$ cat src/rtl/clkdiv_multi.sv
// Multi-channel clock divider: NCH independent counters with run-time reloadable
// half-periods, per-channel enable/mode, global phase sync, square and tick outputs.
module clkdiv_multi #(
  parameter int NCH     = 4,
  parameter int DIVBITS = 26,
  parameter int CLKFREQ = 100_000_000,
  parameter int DEFFREQ = 2,
  parameter int DEFAMT  = (CLKFREQ / DEFFREQ) / 2,
  parameter int CHW     = (NCH > 1) ? $clog2(NCH) : 1
) (
  input  logic               clk,
  input  logic               reset,
  input  logic [NCH-1:0]     en,
  input  logic [NCH-1:0]     mode,
  input  logic               sync,
  input  logic               ld_valid,
  output logic               ld_ready,
  input  logic [CHW-1:0]     ld_ch,
  input  logic [DIVBITS-1:0] ld_div,
  output logic [NCH-1:0]     sclk,
  output logic [NCH-1:0]     tick
);

  localparam logic [DIVBITS-1:0] T_RST  = DIVBITS'(DEFAMT - 1);
  localparam logic [CHW:0]       NCH_LIM = (CHW + 1)'(NCH);

  logic [DIVBITS-1:0] r_q [NCH];
  logic [DIVBITS-1:0] r_t [NCH];
  logic [NCH-1:0]     r_sclk;
  logic [NCH-1:0]     r_tick;
  logic               r_pend;
  logic               r_ready;
  logic [CHW-1:0]     r_pch;
  logic [DIVBITS-1:0] r_pt;

  logic               w_accept;
  logic               w_in_range;
  logic               w_pend_nxt;
  logic [DIVBITS-1:0] w_ld_t;
  logic [NCH-1:0]     w_term;
  logic [NCH-1:0]     w_apply_ch;

  assign w_accept   = ld_valid && r_ready;
  assign w_in_range = ({1'b0, ld_ch} < NCH_LIM);
  // A zero half-period is treated as one, so the stored terminal never underflows.
  assign w_ld_t     = (ld_div == '0) ? '0 : ld_div - DIVBITS'(1);

  // NOTE: every signal written here gets a default first, so no latch is inferred.
  always_comb begin
    w_term     = '0;
    w_apply_ch = '0;
    for (int i = 0; i < NCH; i++) begin
      w_term[i]     = (r_q[i] == r_t[i]);
      w_apply_ch[i] = r_pend && (r_pch == CHW'(i)) && (sync || !en[i] || w_term[i]);
    end
    w_pend_nxt = r_pend;
    if (|w_apply_ch)              w_pend_nxt = 1'b0;
    if (w_accept && w_in_range)   w_pend_nxt = 1'b1;
  end

  // NOTE: non-blocking assignments for all state, so every flop samples pre-edge values.
  always_ff @(posedge clk) begin
    if (!reset) begin
      r_pend  <= 1'b0;
      r_ready <= 1'b0;
      r_pch   <= '0;
      r_pt    <= '0;
    end else begin
      r_pend  <= w_pend_nxt;
      r_ready <= !w_pend_nxt;
      if (w_accept && w_in_range) begin
        r_pch <= ld_ch;
        r_pt  <= w_ld_t;
      end
    end
  end

  // NOTE: the per-channel arrays are ordinary flops, not RAM, so they are reset too.
  always_ff @(posedge clk) begin
    if (!reset) begin
      for (int i = 0; i < NCH; i++) begin
        r_q[i] <= '0;
        r_t[i] <= T_RST;
      end
      r_sclk <= '0;
      r_tick <= '0;
    end else begin
      for (int i = 0; i < NCH; i++) begin
        // The new terminal lands on the old terminal edge, so no half-period is cut short.
        if (w_apply_ch[i]) r_t[i] <= r_pt;
        if (sync) begin
          r_q[i]    <= '0;
          r_sclk[i] <= 1'b0;
          r_tick[i] <= 1'b0;
        end else if (en[i]) begin
          if (w_term[i]) begin
            r_q[i]    <= '0;
            r_tick[i] <= 1'b1;
            r_sclk[i] <= mode[i] ? 1'b0 : ~r_sclk[i];
          end else begin
            r_q[i]    <= r_q[i] + DIVBITS'(1);
            r_tick[i] <= 1'b0;
            if (mode[i]) r_sclk[i] <= 1'b0;
          end
        end else begin
          r_tick[i] <= 1'b0;
          if (mode[i]) r_sclk[i] <= 1'b0;
        end
      end
    end
  end

  assign sclk     = r_sclk;
  assign tick     = r_tick;
  assign ld_ready = r_ready;

endmodule

$ cat config.mk
export PLATFORM = sky130hd
export DESIGN_NAME = clkdiv_multi
export DESIGN_NICKNAME = d
export VERILOG_FILES = /design/src/rtl/clkdiv_multi.sv
export SDC_FILE = /design/constraint.sdc
export NUM_CORES = 1
export LEC_CHECK = 0
export ABC_AREA = 1
export CAP_MARGIN = 20
export CORE_ASPECT_RATIO = 1.2
export CORE_MARGIN = 2
export CORE_UTILIZATION = 60
export DETAILED_ROUTE_END_ITERATION = 6
export PLACE_DENSITY = 0.79
export SLEW_MARGIN = 40
export SYNTH_ARGS = -nofsm -noshare
export SYNTH_HDL_FRONTEND = slang
export SYNTH_SLANG_ARGS = --single-unit
export TNS_END_PERCENT = 20
$ cat constraint.sdc
create_clock -name clk -period 2.9 [get_ports clk]
set_input_delay 0.435 -clock clk [delete_from_list [all_inputs] [get_ports clk]]
set_output_delay 0.435 -clock clk [all_outputs]
set_load 0.005 [all_outputs]
Word-level counts from Yosys, hierarchy flattened
Memory sizes are Yosys's and may differ from the RTL's.
Index checks and enable logic that the tools add are counted.
{"block": "op_classes", "add_sub_neg": 5, "eq_ne": 7, "muxes": 91, "bitwise": 21, "reduce_logical": 26}
{"cell": "$mux W26", "n": 17}
{"cell": "$add A26 B1 Y26 const B", "n": 4}
{"cell": "$eq A26 B26 Y1", "n": 4}
{"cell": "$mux W1", "n": 74}
{"cell": "$logic_not A26 Y1", "n": 1}
{"cell": "$sub A26 B1 Y26 const B", "n": 1}
{"cell": "$or A1 B1 Y1", "n": 16}
{"cell": "$logic_and A1 B1 Y1", "n": 9}
{"cell": "$logic_or A1 B1 Y1", "n": 8}
{"cell": "$logic_not A1 Y1", "n": 5}
{"cell": "$not A1 Y1", "n": 5}
{"cell": "$eq A2 B2 Y1 const B", "n": 2}
{"cell": "$reduce_or A4 Y1", "n": 1}
{"cell": "$eq A2 B1 Y1 const B", "n": 1}
{"cell": "$logic_not A2 Y1", "n": 1}
{"cell": "$reduce_or A2 Y1", "n": 1}
{"block": "word_totals", "register_bits": 38, "mem_bits_rw": 208, "input_bits": 40, "output_inout_bits": 9, "wordCells": 158, "n_memories": 2}
{"name": "r_q", "depth": 4, "width": 26, "read_ports": 4, "rd_clocked_by_memory_dff": 0, "wr": 4, "line_no": "27", "source": "logic [DIVBITS-1:0] r_q [NCH];"}
{"name": "r_t", "depth": 4, "width": 26, "read_ports": 4, "rd_clocked_by_memory_dff": 0, "wr": 4, "line_no": "28", "source": "logic [DIVBITS-1:0] r_t [NCH];"}

Logic depth before layout (Yosys ltp)
An unclocked memory read counts as a cell.
{"block": "logic_depth", "depth_word": 9, "ltp_mapped": 14, "mapped_depth_nobuf": 14}

Least setup slack after synthesis
OpenSTA, ideal clock, no wires.
{"block": "synth_path", "path_type": "register to register", "startpoint": "mem r_q[0][1]", "endpoint": "mem r_t[0][0], enable pin", "setup_time_ns": 0.383, "t_arrival_ns": 1.769, "t_required_ns": 2.517, "slack_ns": 0.748, "stages_incl_launch_ff": 9, "n_path_buf": 0, "period_less_slack_ns": 2.152, "path_cell_list": "edfxtp_1 or2_0 a21oi_1 nand2_1 nor2_1 nand3_1 nand2_1 nand2_1 nand2_1"}
{"item": "start, declared", "line_no": "27"}
{"item": "end, declared", "line_no": "28"}

==> qor.yml <==
run_status:
  status: "finished, final reports clean"
clocking:
  clock_path_buffers: 3
  clkTransAtPathRegs_ps: 60
  cts_root_buf: "clkbuf_16"
  clkLatencyLatePin_ps: 530
  cts.sinks: 246
  ctsResizeCount: 0
  cts_buffers: 24
  cts_setup_buffers: 0
  hold_buffers: 0
  h-tree-depth: 1
  cts_tree: "done"
timing:
  fin_ws_ps: 509.5
  finalHoldViolCount: 0
  setup_viol: 0
  maxSlewViolCount: 0
  final.setup.tns_ps: 0
  fmax_mhz: 418.3
  worst_pin_slew_ps: 695.5
  period_needed_ps: 2390
  rsz0062_at_grt: "false"
  relSlewSlack_pct: 53.58
  period_share_pct: 82.43
  skew_ps: 8.033
global_routing:
  antenna_found_initial: 0
  grt_start_max_net_pins: 33
  grt_use_total_pct: 25.87
  grt_pass1_wl_mm: 47.33
  grt_pass1_vias: 9529
  grt-ovfl-total: 0
logic_synthesis:
  ys_ff_latch: 246
  synth-main-ff-cell: "edfxtp_1"
  synthTopCellsByArea: "edfxtp_1, nand2_1, nor2_1"
  syn-num-nets: 1493
  netlist-cell-type-count: 48
  synthArstFlopShare_pct: 0
  ys_seq_area_share_pct: 53.78
  yosysWarnings: 0
  syn_inst: 1447
  avgSynthCellArea_um2: 9.004
  synth_edf_count: 208
  synth_top_area_share_pct: 47.94
  yosys.area.top_type: "edfxtp_1"
  synth_area_um2: 13030
worst_setup_path:
  worstReg2RegStart: "r_q[3][16]"
  start_kind: "register"
  end_kind: "register"
  crit_start: "r_q[3][16]"
  path_max_fanout: 21
  critical_path_required_ps: 3180
  worst_ep_arrival_time_ps: 2670
  critPathKind: "reg -> reg"
layout:
  antennaDiodeCount: 0
  layout-drive-gt1-share_pct: 9.328
  num-nets-final: 1561
  fillers: 1654
  layout_common_cells: "nand2_1, nor2_1, edfxtp_1"
  regArea_um2: 7007
  multiInputGateArea_um2: 5210
  final_common_cell: "nand2_1"
  area_growth_pct: 12.46
  fin_cells: 1807
floorplanning:
  fp.coreArea_um2: 21480
  die_h_um: 165.4
  dieArea_um2: 22910
  die_w_um: 138.5
  num_rows: 59
  io_pins: 49
  start_util_pct: 60.65
hold_path:
  hp-start: "mode[1]"
  hold_class: "in -> reg"
drt:
  vias: 9855
  drt_first_pass_iters: 6
  vias_per_cell: 5.454
  drt-total-wl_mm: 29.41
  drt_iter0_drc: 807
  detail-route-antenna-nets: 0
  wl_per_cell_um: 16.28
  drc: 0
place:
  dp_hpwl_mm: 21.50
  dp.cells: 1763
  pre_cts_ws_ps: 498.5
  place.gp.congestion: 0.9056
  port_buffers: 48
flow_run:
  max_cap_violations: 0
power_and_ir_drop:
  leakage_nw: 5.225
  ir_drop_uv: 515.0
  p_per_area_nw_per_um2: 528.7
==> cells in the mapped netlist, types with 10 or more instances <==
library cell	number
edfxtp_1	208
xnor2_1	42
inv_1	170
xor2_1	84
dfxtp_1	38
nand2_2	20
nor3_1	53
nand4_1	25
nor2_1	235
o21ai_0	22
a21oi_1	66
nand3_1	44
inv_2	14
nand2_1	302
nor2_4	12
nor2_2	14
buf_2	10
==> sequential cells by signal, summed over array words and instances (netlist names) <==
register	count
sclk	4
r_pch	2
r_pt	26
tick	4
r_pend	1
r_t	104
r_q	104
ld_ready	1
==> power breakdown <==
group,switching [W],internal (W)
Sequential,0.000129,0.00395
Clock,0.00132,0.00182
Combinational,0.000335,0.000190
Total,0.00179,0.00596
==> kinds of logic after synthesis <==
family                   after synthesis  synth area share [%]
AO/OA/AOI/OAI                        111                 4.610
XOR/XNOR                             126                 8.470
adder cells (fa/ha/maj)                6                0.5762
buffers and inverters                206                 6.233
flip-flops                           246                 53.78
AND/OR/NAND/NOR                      752                 26.33
==> layout make-up <==
class                           count  area share, %
Sequential cell                   246          47.82
Multi-Input combinational cell    995          35.56
Clock buffer                       36          5.192
Inverter                          185          4.740
Timing Repair Buffer               63          4.048
Tap cell                          274          2.340
Clock inverter                      8         0.2989
==> final timing paths <==
check / to / slack (ps) / cells after the start
worst min-delay path: sclk[1] / 450 / 2
worst max-delay path: r_q[3][25] / 510 / 11
worst min register to register: r_pt[9] / 460 / 2
worst max register to register: r_q[3][25] / 510 / 11
==> layer usage <==
metal / GRT usage [%] / up-vias / part of all wire, %
li1: - / 4852 / -
met1: 32.77 / 4546 / 40
met2: 44.87 / 371 / 48
met3: 3.374 / 86 / 6.9
met4: 11.73 / 0 / 4.4
met5: 0 / - / 0
==> worst max-delay path, cell delays in order, from the launching register on <==
cell and delay, ps:
edfxtp_1 460, nand2_1 110, nand2_1 60, nor2_1 150, nand2_1 90, nor2_1 140
nand3_2 150, nand2_1 150, nor2_2 80, inv_1 510, a21oi_1 100, o21a_1 140
==> through the flow <==
stage / util, % / total power (W) / instance area [µm²] / hold slack (ps)
2_1_floorplan: - / 0.004446 / 13030 / 445.3
4_1_cts: 68.20 / 0.007782 / 14650 / 443.2
6_report: 68.20 / 0.007747 / 14650 / 452.3
3_3_place_gp: 64.46 / 0.004652 / 13850 / 451.6
3_5_place_dp: 64.46 / 0.004671 / 13850 / 455.1
5_1_grt: 68.20 / 0.007971 / 14650 / 459.4
(Power assumes the default switching activity.)
